$ cat config.mk
export PLATFORM = sky130hd
export DESIGN_NAME = mfp_ahb_timer
export DESIGN_NICKNAME = d
export VERILOG_FILES = /design/src/rtl/mfp_ahb_timer_pkg.sv /design/src/rtl/mfp_timer_prescaler.sv /design/src/rtl/mfp_ahb_timer.sv
export SDC_FILE = /design/constraint.sdc
export NUM_CORES = 1
export LEC_CHECK = 0
export ABC_AREA = 0
export CAP_MARGIN = 5
export CORE_MARGIN = 3
export CORE_UTILIZATION = 35
export CTS_CLUSTER_SIZE = 24
export DETAILED_ROUTE_END_ITERATION = 16
export GPL_TIMING_DRIVEN = 0
export PLACE_DENSITY = 0.66
export SLEW_MARGIN = 20
export SYNTH_ARGS = -nofsm -noshare
export SYNTH_HDL_FRONTEND = slang
export SYNTH_SLANG_ARGS = --single-unit
export TNS_END_PERCENT = 1
$ cat constraint.sdc
create_clock -name HCLK -period 2.5 [get_ports HCLK]
set_input_delay 0.625 -clock HCLK [delete_from_list [all_inputs] [get_ports HCLK]]
set_output_delay 0.625 -clock HCLK [all_outputs]
set_load 0.02 [all_outputs]
$ cat src/rtl/mfp_ahb_timer_pkg.sv
// Shared definitions for the mfp_ahb interval timer: register word indices
// and CTRL/STATUS bit positions.
package mfp_ahb_timer_pkg;

  typedef enum logic [2:0] {
    REG_CTRL   = 3'd0,
    REG_LOAD   = 3'd1,
    REG_COUNT  = 3'd2,
    REG_STATUS = 3'd3,
    REG_PRESC  = 3'd4,
    REG_CMP    = 3'd5
  } tmr_reg_e;

  localparam int CTRL_EN    = 0;
  localparam int CTRL_AR    = 1;
  localparam int CTRL_IE    = 2;
  localparam int STATUS_EXP = 0;

  // Byte offset of a register as seen on HADDR.
  function automatic logic [4:0] reg_offset(tmr_reg_e r);
    return {r, 2'b00};
  endfunction

endpackage

$ cat src/rtl/mfp_timer_prescaler.sv
// Prescaler for the interval timer: emits one tick every (presc+1) enabled
// clocks; restart zeroes the phase so a new period starts cleanly.
module mfp_timer_prescaler
  import mfp_ahb_timer_pkg::*;
#(
  parameter int PRESC_W = 16
) (
  input  logic               clk,
  input  logic               rst_n,
  input  logic               en,
  input  logic               restart,
  input  logic [PRESC_W-1:0] presc,
  output logic               tick
);

  logic [PRESC_W-1:0] pcnt_q;

  assign tick = en && (pcnt_q == presc);

  // NOTE: sequential state uses non-blocking assignments so every flop samples pre-edge values.
  always_ff @(posedge clk or negedge rst_n) begin
    if (!rst_n) begin
      pcnt_q <= '0;
    end else if (restart) begin
      pcnt_q <= '0;
    end else if (en) begin
      pcnt_q <= tick ? '0 : pcnt_q + PRESC_W'(1);
    end
  end

endmodule

$ cat src/rtl/mfp_ahb_timer.sv
// AHB-Lite interval timer: prescaled 32-bit down-counter with auto-reload and
// level IRQ. Define MFP_TIMER_PWM_EN to add the CMP register and TMR_PWM output.
module mfp_ahb_timer
  import mfp_ahb_timer_pkg::*;
#(
  parameter int PRESC_W = 16,
  parameter int ADDR_W  = 5
) (
  input  logic              HCLK,
  input  logic              HRESETn,
  input  logic              HSEL,
  input  logic [ADDR_W-1:0] HADDR,
  input  logic [1:0]        HTRANS,
  input  logic              HWRITE,
  input  logic              HREADY,
  input  logic [31:0]       HWDATA,
  output logic [31:0]       HRDATA,
  output logic              TMR_IRQ,
  output logic              TMR_PWM
);

  logic [ADDR_W-3:0]  waddr_q;
  logic               wr_pend_q, rd_pend_q;
  logic               en_q, ar_q, ie_q, exp_q, irq_q;
  logic [31:0]        load_q, count_q;
  logic [PRESC_W-1:0] presc_q;

  logic [2:0] word_idx;
  logic       reg_hit;
  logic       wr_ctrl, wr_load, wr_status, wr_presc;
  logic       tick, tick_eff, expire, restart;
  logic       unused_bits;

  assign unused_bits = ^{HADDR[1:0], HTRANS[0]};

  assign word_idx  = waddr_q[2:0];
  assign reg_hit   = (waddr_q >> 3) == '0;
  assign wr_ctrl   = wr_pend_q && reg_hit && (word_idx == REG_CTRL);
  assign wr_load   = wr_pend_q && reg_hit && (word_idx == REG_LOAD);
  assign wr_status = wr_pend_q && reg_hit && (word_idx == REG_STATUS);
  assign wr_presc  = wr_pend_q && reg_hit && (word_idx == REG_PRESC);

  // A LOAD write swallows a coincident tick: no decrement and no expiry.
  assign tick_eff = tick && !wr_load;
  assign expire   = tick_eff && (count_q == '0);
  assign restart  = wr_load || (wr_ctrl && HWDATA[CTRL_EN] && !en_q);

  mfp_timer_prescaler #(.PRESC_W(PRESC_W)) u_prescaler (
    .clk     (HCLK),
    .rst_n   (HRESETn),
    .en      (en_q),
    .restart (restart),
    .presc   (presc_q),
    .tick    (tick)
  );

  // Address phase capture; the slave is zero-wait so the data phase is one cycle.
  always_ff @(posedge HCLK or negedge HRESETn) begin
    if (!HRESETn) begin
      waddr_q   <= '0;
      wr_pend_q <= 1'b0;
      rd_pend_q <= 1'b0;
    end else if (HREADY) begin
      wr_pend_q <= HSEL && HTRANS[1] && HWRITE;
      rd_pend_q <= HSEL && HTRANS[1] && !HWRITE;
      if (HSEL && HTRANS[1]) waddr_q <= HADDR[ADDR_W-1:2];
    end
  end

  always_ff @(posedge HCLK or negedge HRESETn) begin
    if (!HRESETn) begin
      en_q    <= 1'b0;
      ar_q    <= 1'b0;
      ie_q    <= 1'b0;
      exp_q   <= 1'b0;
      irq_q   <= 1'b0;
      load_q  <= '0;
      count_q <= '0;
      presc_q <= '0;
    end else begin
      if (tick_eff) begin
        if (expire) begin
          exp_q <= 1'b1;
          if (ar_q) count_q <= load_q;
          else      en_q    <= 1'b0;
        end else begin
          count_q <= count_q - 32'd1;
        end
      end
      // Bus writes follow the counter updates so a later assignment overrides the hardware one.
      if (wr_ctrl) begin
        en_q <= HWDATA[CTRL_EN];
        ar_q <= HWDATA[CTRL_AR];
        ie_q <= HWDATA[CTRL_IE];
      end
      if (wr_load) begin
        load_q  <= HWDATA;
        count_q <= HWDATA;
      end
      if (wr_status && HWDATA[STATUS_EXP] && !expire) exp_q <= 1'b0;
      if (wr_presc) presc_q <= HWDATA[PRESC_W-1:0];
      irq_q <= exp_q && ie_q;
    end
  end

  assign TMR_IRQ = irq_q;

`ifdef MFP_TIMER_PWM_EN
  logic [31:0] cmp_q;
  logic        pwm_q;
  logic        wr_cmp;

  assign wr_cmp = wr_pend_q && reg_hit && (word_idx == REG_CMP);

  always_ff @(posedge HCLK or negedge HRESETn) begin
    if (!HRESETn) begin
      cmp_q <= '0;
      pwm_q <= 1'b0;
    end else begin
      if (wr_cmp) cmp_q <= HWDATA;
      pwm_q <= en_q && (count_q < cmp_q);
    end
  end

  assign TMR_PWM = pwm_q;
`else
  assign TMR_PWM = 1'b0;
`endif

  always_comb begin
    // NOTE: defaulting every output first keeps this block purely combinational (no latches).
    HRDATA = '0;
    if (rd_pend_q && reg_hit) begin
      case (word_idx)
        REG_CTRL: begin
          HRDATA[CTRL_EN] = en_q;
          HRDATA[CTRL_AR] = ar_q;
          HRDATA[CTRL_IE] = ie_q;
        end
        REG_LOAD:   HRDATA = load_q;
        REG_COUNT:  HRDATA = count_q;
        REG_STATUS: HRDATA[STATUS_EXP] = exp_q;
        REG_PRESC:  HRDATA[PRESC_W-1:0] = presc_q;
`ifdef MFP_TIMER_PWM_EN
        REG_CMP:    HRDATA = cmp_q;
`endif
        default:    HRDATA = '0;
      endcase
    end
  end

endmodule

==> impl_metrics.py, run 1 <==
metrics = {
    "run_status": {
        "status": "complete, but fails checks",
        "violations": "negative setup slack",
    },
    "sta": {
        "fin_crit_sh_pct": 109.1,
        "setup_ws_ps": -227.5,
        "setup_viol": 43,
        "relSlewSlack_pct": 52.71,
        "skew_ps": 11.85,
        "finalHoldViolations": 0,
        "tightest_slew_ps": 705.1,
        "rsz0062_at_grt": "true",
        "hold_slack_ps": 199.2,
        "fin_setup_tns_ps": -4490,
        "fin_crit_ps": 2727,
        "slew_violations": 0,
        "fmax_mhz": 366.6,
    },
    "global_routing": {
        "globalRouteTotalUtil_pct": 21.83,
        "grt_pass1_vias": 5924,
        "grt_overflow": 0,
        "grt_max_degree": 60,
        "grt_antenna_before_repair": 0,
        "grt_pass1_wl_um": 33620,
    },
    "synthesis": {
        "synthCells": 731,
        "synthArstFlopShare_pct": 100.0,
        "synth_seq_cells": 106,
        "synth_area_sq_mm": 0.006135,
        "synthFlopType": "dfrtp_1",
        "synth_cell_types": 62,
        "synthXorXnorAreaFrac_pct": 4.426,
        "seq_area_frac_synth_pct": 43.24,
        "synth_compound_area_share_pct": 17.87,
        "synthAdderAreaFrac_pct": 0.4079,
        "muxShareOfSynthArea_pct": 5.017,
        "synth_edf_count": 0,
        "avgSynthCellArea_sq_um": 8.392,
        "yosysWarnings": 0,
        "synthSimpleGateAreaFrac_pct": 25.23,
        "synth_fp_nets": 777,
        "synth_top_family_by_area": "simple AND/OR/NAND/NOR gates",
    },
    "finish": {
        "area_delta_synth_final_pct": 32.33,
        "drive_above_1_share_pct": 24.17,
        "layout_commonest_cell": "nand2_1",
        "nets": 885,
        "final_cell_mix": "nand2_1 (133), dfrtp_1 (93), nor2_1 (92)",
        "antenna_cells": 0,
        "fillers": 1634,
    },
    "detailed_routing": {
        "via_per_inst": 5.780,
        "wl_per_cell_um": 19.71,
        "detail-route-antenna-nets": 0,
        "drtIter0Drc": 694,
        "drt-total-wl_um": 20970,
        "drcViolationCount": 0,
        "dr_total_vias": 6150,
        "firstDrtPassIters": 5,
    },
    "placement": {
        "gp_congestion": 0.9047,
        "numPortBuffers": 73,
        "dp_hpwl_um": 14490,
    },
    "clock_tree": {
        "cts_tree": "done",
        "cts_buffers": 9,
        "clk_pin_slew_worst_paths_ps": 80,
        "clock-root-buffer": "clkbuf_16",
        "clock_latency_ps": 360,
        "cts_buffer_depth": 2,
        "clock_sinks": 106,
        "htree_levels": 3,
    },
    "pwr": {
        "p_leak_nw": 3.414,
        "p_per_area_mw_per_mm2": 854.1,
        "power.total_mw": 6.934,
        "irDropWorstVdd_v": 0.0004917,
    },
    "worst_setup_path": {
        "criticalPathCategory": "reg -> reg",
        "cp.required_ps": 2780,
        "crit_arrival_ps": 3010,
        "worstSetupEndpointType": "register",
        "path_max_fanout": 4,
        "critPathLaunchType": "register",
    },
    "floorplan": {
        "design.die.area_sq_mm": 0.01915,
        "core_sq_mm": 0.01688,
        "fp-row-count": 47,
        "start_util_pct": 36.35,
        "die_w_um": 138.4,
        "die_h_um": 138.4,
        "pin_count": 78,
    },
    "worst_hold_path": {
        "min_path_type": "in -> async",
    },
    "flow_run": {
        "cap_viol_max_count": 0,
    },
}
[synthesized netlist by cell type (9+ instances only)]
| library cell | n | share of area [%] |
|---|---|---|
| nand2_1 | 136 | 8.3 |
| dfrtp_1 | 106 | 43 |
| nor2_1 | 98 | 6.0 |
| a22oi_1 | 39 | 4.8 |
| o21ai_0 | 35 | 2.9 |
| clkbuf_1 | 33 | 2.0 |
| a21oi_1 | 27 | 2.2 |
| xnor2_1 | 22 | 3.1 |
| mux2_2 | 21 | 3.9 |
| nand3_1 | 18 | 1.5 |
| a31oi_1 | 16 | 1.6 |
| inv_1 | 13 | 0.80 |
| nand4_1 | 13 | 1.3 |
| nor3_1 | 11 | 0.90 |
| nor4_1 | 10 | 1.0 |
| xor2_1 | 9 | 1.3 |
[routing by layer]
layer | wire [um] | part of all wire (%) | global-route usage (%)
met5 | 0 | 0 | 0
met4 | 424 | 2.0 | 5.980
met3 | 1696 | 8.1 | 4.765
met2 | 9440 | 45 | 33.22
met1 | 9410 | 45 | 31.52
[where the power goes]
group          total [mW]  internal [mW]  switching, mW
registers            3.12           2.34          0.779
logic                2.33           1.14           1.20
clock network        1.48          0.807          0.674
total                6.93           4.29           2.65
[per-stage QoR]
step | utilization (%) | cells | setup WS (ps) | area (sq um)
5_1_grt | 48.10 | 1064 | -329.0 | 8118
2_1_floorplan | - | 731 | -12.87 | 6167
3_3_place_gp | 42.50 | 1024 | -3456 | 7173
4_1_cts | 47.06 | 1060 | -200.2 | 7943
6_report | 48.10 | 1064 | -227.5 | 8118
3_5_place_dp | 42.70 | 1025 | -1240 | 7207
[flip-flops by register name, indices dropped and copies added (netlist names)]
| signal | cells |
|---|---|
| TMR_IRQ | 1 |
| ar_q | 1 |
| count_q | 32 |
| en_q | 1 |
| exp_q | 1 |
| ie_q | 1 |
| load_q | 32 |
| presc_q | 16 |
| rd_pend_q | 1 |
| u_prescaler.pcnt_q | 16 |
| waddr_q | 3 |
| wr_pend_q | 1 |
[critical path, stage by stage, from the launching register on]
cell and delay [ps]:
dfrtp_1 430, xnor2_2 220, nand4_1 130, or4_4 570, or3b_4 450, or3_4 350, or3_1 350, a31oi_1 150
[final timing paths]
check	slack, ps	from	endpoint	cells past startpoint
max	-230	presc_q[9]$_DFFE_PN0P_	count_q[10]$_DFFE_PN0P_	7
min	200	HRESETn	load_q[15]$_DFFE_PN0P_	1
max reg2reg	-230	presc_q[9]$_DFFE_PN0P_	count_q[10]$_DFFE_PN0P_	7
min reg2reg	500	load_q[0]$_DFFE_PN0P_	load_q[0]$_DFFE_PN0P_	2
max in group asynchronous	1610	HRESETn	u_prescaler.pcnt_q[6]$_DFFE_PN0P_	2
min in group HCLK	500	load_q[0]$_DFFE_PN0P_	load_q[0]$_DFFE_PN0P_	2
[what timing repair did]
action,CTS,global route
resized for setup,244,57
setup endpoints to repair,118,109
hold buffers,0,0
pin swaps,13,22
endpoints found under the hold margin,0,0
gates cloned,1,0
buffers inserted,19,4
[logic make-up after synthesis]
family                     Yosys count
other                                1
buffers and inverters               58
xor gates and xnor gates            31
and+or+nand+nor                    338
muxes                               28
adders and majority gates            2
AOI/OAI and AO/OA                  167
DFF                                106
[area by class of cell]
type	instances	area, sq um	share of cell area (%)
multi-input cells	567	3577	44.07
flip-flops and latches	106	2669	32.88
repair buffers	98	838.3	10.33
plain buffers	44	405.4	4.994
well taps	220	275.3	3.391
clock buffers	10	239.0	2.944
clock inverters	6	65.06	0.8015
inverters	13	48.80	0.6011
Power figures use the tool's default switching activity.
==> run 2: changes to the inputs <==
--- a/config.mk
+++ b/config.mk
@@ -12,9 +12,9 @@
 export CTS_CLUSTER_SIZE = 24
 export DETAILED_ROUTE_END_ITERATION = 16
 export GPL_TIMING_DRIVEN = 0
-export PLACE_DENSITY = 0.66
-export SLEW_MARGIN = 20
+export PLACE_DENSITY = 0.65
 export SYNTH_ARGS = -nofsm -noshare
 export SYNTH_HDL_FRONTEND = slang
+export SYNTH_HIERARCHICAL = 1
 export SYNTH_SLANG_ARGS = --single-unit
 export TNS_END_PERCENT = 1
==> run 2 against run 1 <==
  * The flow still finishes with violations (negative setup slack)
  * Area after synthesis rose by 3.6%
  * Flip-flop and latch count did not move
  * Clock skew fell by 4.6 ps
  * Clock power barely moved
==> impl_metrics.py, run 2 <==
metrics = {
    "run_status": {
        "status": "complete, but fails checks",
        "violations": "negative setup slack",
    },
    "floorplan": {
        "start_util_pct": 36.24,
        "design.die.area_sq_mm": 0.01981,
        "core_sq_mm": 0.01754,
        "pin_count": 78,
        "die_h_um": 140.7,
        "fp-row-count": 48,
        "die_w_um": 140.7,
    },
    "pwr": {
        "power.total_mw": 6.653,
        "irDropWorstVdd_v": 0.0004435,
        "p_per_area_mw_per_mm2": 806.2,
        "p_leak_nw": 3.433,
    },
    "global_routing": {
        "grt_pass1_wl_um": 34290,
        "globalRouteTotalUtil_pct": 21.89,
        "grt_antenna_before_repair": 0,
        "grt_overflow": 0,
        "grt_pass1_vias": 6046,
        "grt_max_degree": 61,
    },
    "synthesis": {
        "avgSynthCellArea_sq_um": 8.611,
        "yosysMostFrequentCell": "nand2_1",
        "synth_top_cell_by_area": "dfrtp_1",
        "synth_area_sq_mm": 0.006355,
        "synthCells": 738,
        "synth_fp_nets": 784,
        "yosysWarnings": 6,
        "seq_area_frac_synth_pct": 41.74,
        "synth_edf_count": 0,
        "synth_area_leaders": "dfrtp_1 (42%), nand2_1 (7.3%), nor2_1 (5.3%), a22oi_1 (3.7%), mux2_2 (3.5%)",
        "synth_top_area_share_pct": 41.74,
        "synth_cell_types": 69,
        "synth_seq_cells": 106,
        "synth_common_cells": "nand2_1 (124), dfrtp_1 (106), nor2_1 (89)",
        "synthArstFlopShare_pct": 100.0,
        "synthFlopType": "dfrtp_1",
    },
    "sta": {
        "fin_crit_ps": 2869,
        "skew_ps": 7.248,
        "finalHoldViolations": 0,
        "fmax_mhz": 348.6,
        "tightest_slew_ps": 789.2,
        "hold_slack_ps": 275.0,
        "setup_ws_ps": -368.9,
        "setup_viol": 65,
        "relSlewSlack_pct": 47.39,
        "rsz0062_at_grt": "true",
        "fin_crit_sh_pct": 114.8,
        "fin_setup_tns_ps": -13220,
        "slew_violations": 0,
    },
    "flow_run": {
        "cap_viol_max_count": 0,
    },
    "worst_setup_path": {
        "cpMaxStageDelayCell": "dfrtp_1",
        "critPathLaunchType": "register",
        "worst-path-buf-inv": 3,
        "cp.required_ps": 2740,
        "criticalPathCategory": "reg -> reg",
        "crit_arrival_ps": 3110,
        "worstSetupEndpointType": "register",
        "crit_chain": "xor2_1, nor4_1, nand4_1, buf_6, nor2_4, nor4b_4, and4_1, buf_6, buf_8, nor4_1, a211oi_1, o2bb2ai_1",
        "path_max_fanout": 7,
        "slowest_delay_ps": 420,
        "path_delay_family": "simple AND/OR/NAND/NOR gates",
    },
    "detailed_routing": {
        "dr_wl_met3_um": 1421,
        "wl_per_cell_um": 20.14,
        "dr_total_vias": 6275,
        "drt-met1-wl_um": 9990,
        "drt-total-wl_um": 21950,
        "detail-route-antenna-nets": 0,
        "drcViolationCount": 0,
        "via_per_inst": 5.757,
        "drtIter0Drc": 626,
        "firstDrtPassIters": 5,
        "wl_met2_um": 9957,
        "highest_layer": "met4",
    },
    "finish": {
        "final_cell_mix": "nand2_1 (122), dfrtp_1 (98), nor2_1 (80)",
        "layout_commonest_cell": "nand2_1",
        "fin_area_sq_mm": 0.008252,
        "antenna_cells": 0,
        "area_delta_synth_final_pct": 29.85,
        "utilization_pct": 47.05,
        "largestRegisters": "count_q: 32 flops, load_q: 32 flops",
        "layoutNonFillerInstCount": 1090,
        "drive_above_1_share_pct": 23.01,
        "nets": 906,
    },
    "placement": {
        "place_area_sq_mm": 0.007400,
        "dp.cells": 1037,
        "gp_congestion": 0.9101,
        "dp_hpwl_um": 15010,
        "numPortBuffers": 73,
        "pre_cts_ws_ps": -1046,
    },
    "clock_tree": {
        "clock-root-buffer": "clkbuf_16",
        "clk_pin_slew_worst_paths_ps": 70,
        "cts_buffer_depth": 2,
        "cts_buffers": 9,
        "clock_latency_ps": 360,
        "htree_levels": 3,
        "cts_tree": "done",
        "cts_hold_buf": 0,
        "clock_sinks": 106,
    },
    "worst_hold_path": {
        "min_path_type": "in -> async",
    },
}
run 2: changes by cell type in the layout (fill, tap and decap cells not counted), sizes merged, moves of 5 or more:
cell   previous run  this run
a21oi            27        37
a22oi            39        31
buf              74       103
nand2           136       124
nor2             99        89
nor3             12        20
nor4             10        17
o21ai            41        46
o22ai             2         7
or4               7         1
xnor2            22         6
xor2              9        24
run 2: power by group:
| group | switching, mW | internal, mW |
|---|---|---|
| registers | 0.596 | 2.30 |
| clock network | 0.650 | 0.832 |
| logic | 1.23 | 1.04 |
| total | 2.48 | 4.18 |
run 2: area by class of cell:
cell class                 count  area (sq um)
buffer                        50         410.4
clock buffer                  14         264.0
clock inverter                 2         35.03
fill                        1724          9285
inverter                      13         52.55
multi-input combinational    567          3528
sequential                   106          2663
tap                          225         281.5
timing repair buffer         113          1017
run 2: layer usage:
metal | track usage, % | vias up
met5 | 0 | -
met4 | 8.108 | 0
met3 | 2.578 | 42
met2 | 33.34 | 293
met1 | 31.97 | 3057
li1 | - | 2883
run 2: path summary, 6_finish.rpt:
| check | from | end | slack, ps | cells past startpoint |
|---|---|---|---|---|
| setup / recovery | presc_q[1]$_DFFE_PN0P_ | count_q[21]$_DFFE_PN0P_ | -370 | 12 |
| hold / removal | HRESETn | load_q[26]$_DFFE_PN0P_ | 270 | 1 |
| setup reg to reg | presc_q[1]$_DFFE_PN0P_ | count_q[21]$_DFFE_PN0P_ | -370 | 12 |
| hold reg to reg | load_q[15]$_DFFE_PN0P_ | load_q[15]$_DFFE_PN0P_ | 500 | 2 |
| max in group asynchronous | HRESETn | u_prescaler/pcnt_q[11]$_DFFE_PN0P_ | 1480 | 2 |
| min in group HCLK | load_q[15]$_DFFE_PN0P_ | load_q[15]$_DFFE_PN0P_ | 500 | 2 |
run 2: worst register-to-register path: stages, from the launching register on:
cell,delay [ps]
dfrtp_1,420
xor2_1,170
nor4_1,340
nand4_1,210
buf_6,180
nor2_4,110
nor4b_4,340
and4_1,260
buf_6,140
buf_8,150
nor4_1,70
a211oi_1,250
o2bb2ai_1,120
run 2: logic make-up after synthesis:
| group | synth area share (%) |
|---|---|
| AOI/OAI and AO/OA | 18.82 |
| xor gates and xnor gates | 4.135 |
| adders and majority gates | 0.3937 |
| buffers and inverters | 4.922 |
| DFF | 41.74 |
| muxes | 4.529 |
| other | 0.05901 |
| and+or+nand+nor | 25.40 |
run 2: timing repair:
| item | in CTS | in global routing |
|---|---|---|
| setup buffers | 30 | 8 |
| setup endpoints to repair | 93 | 81 |
| resized for setup | 234 | 46 |
| endpoints found under the hold margin | 0 | 0 |
| cloned | 1 | 0 |
| pin swaps | 28 | 20 |
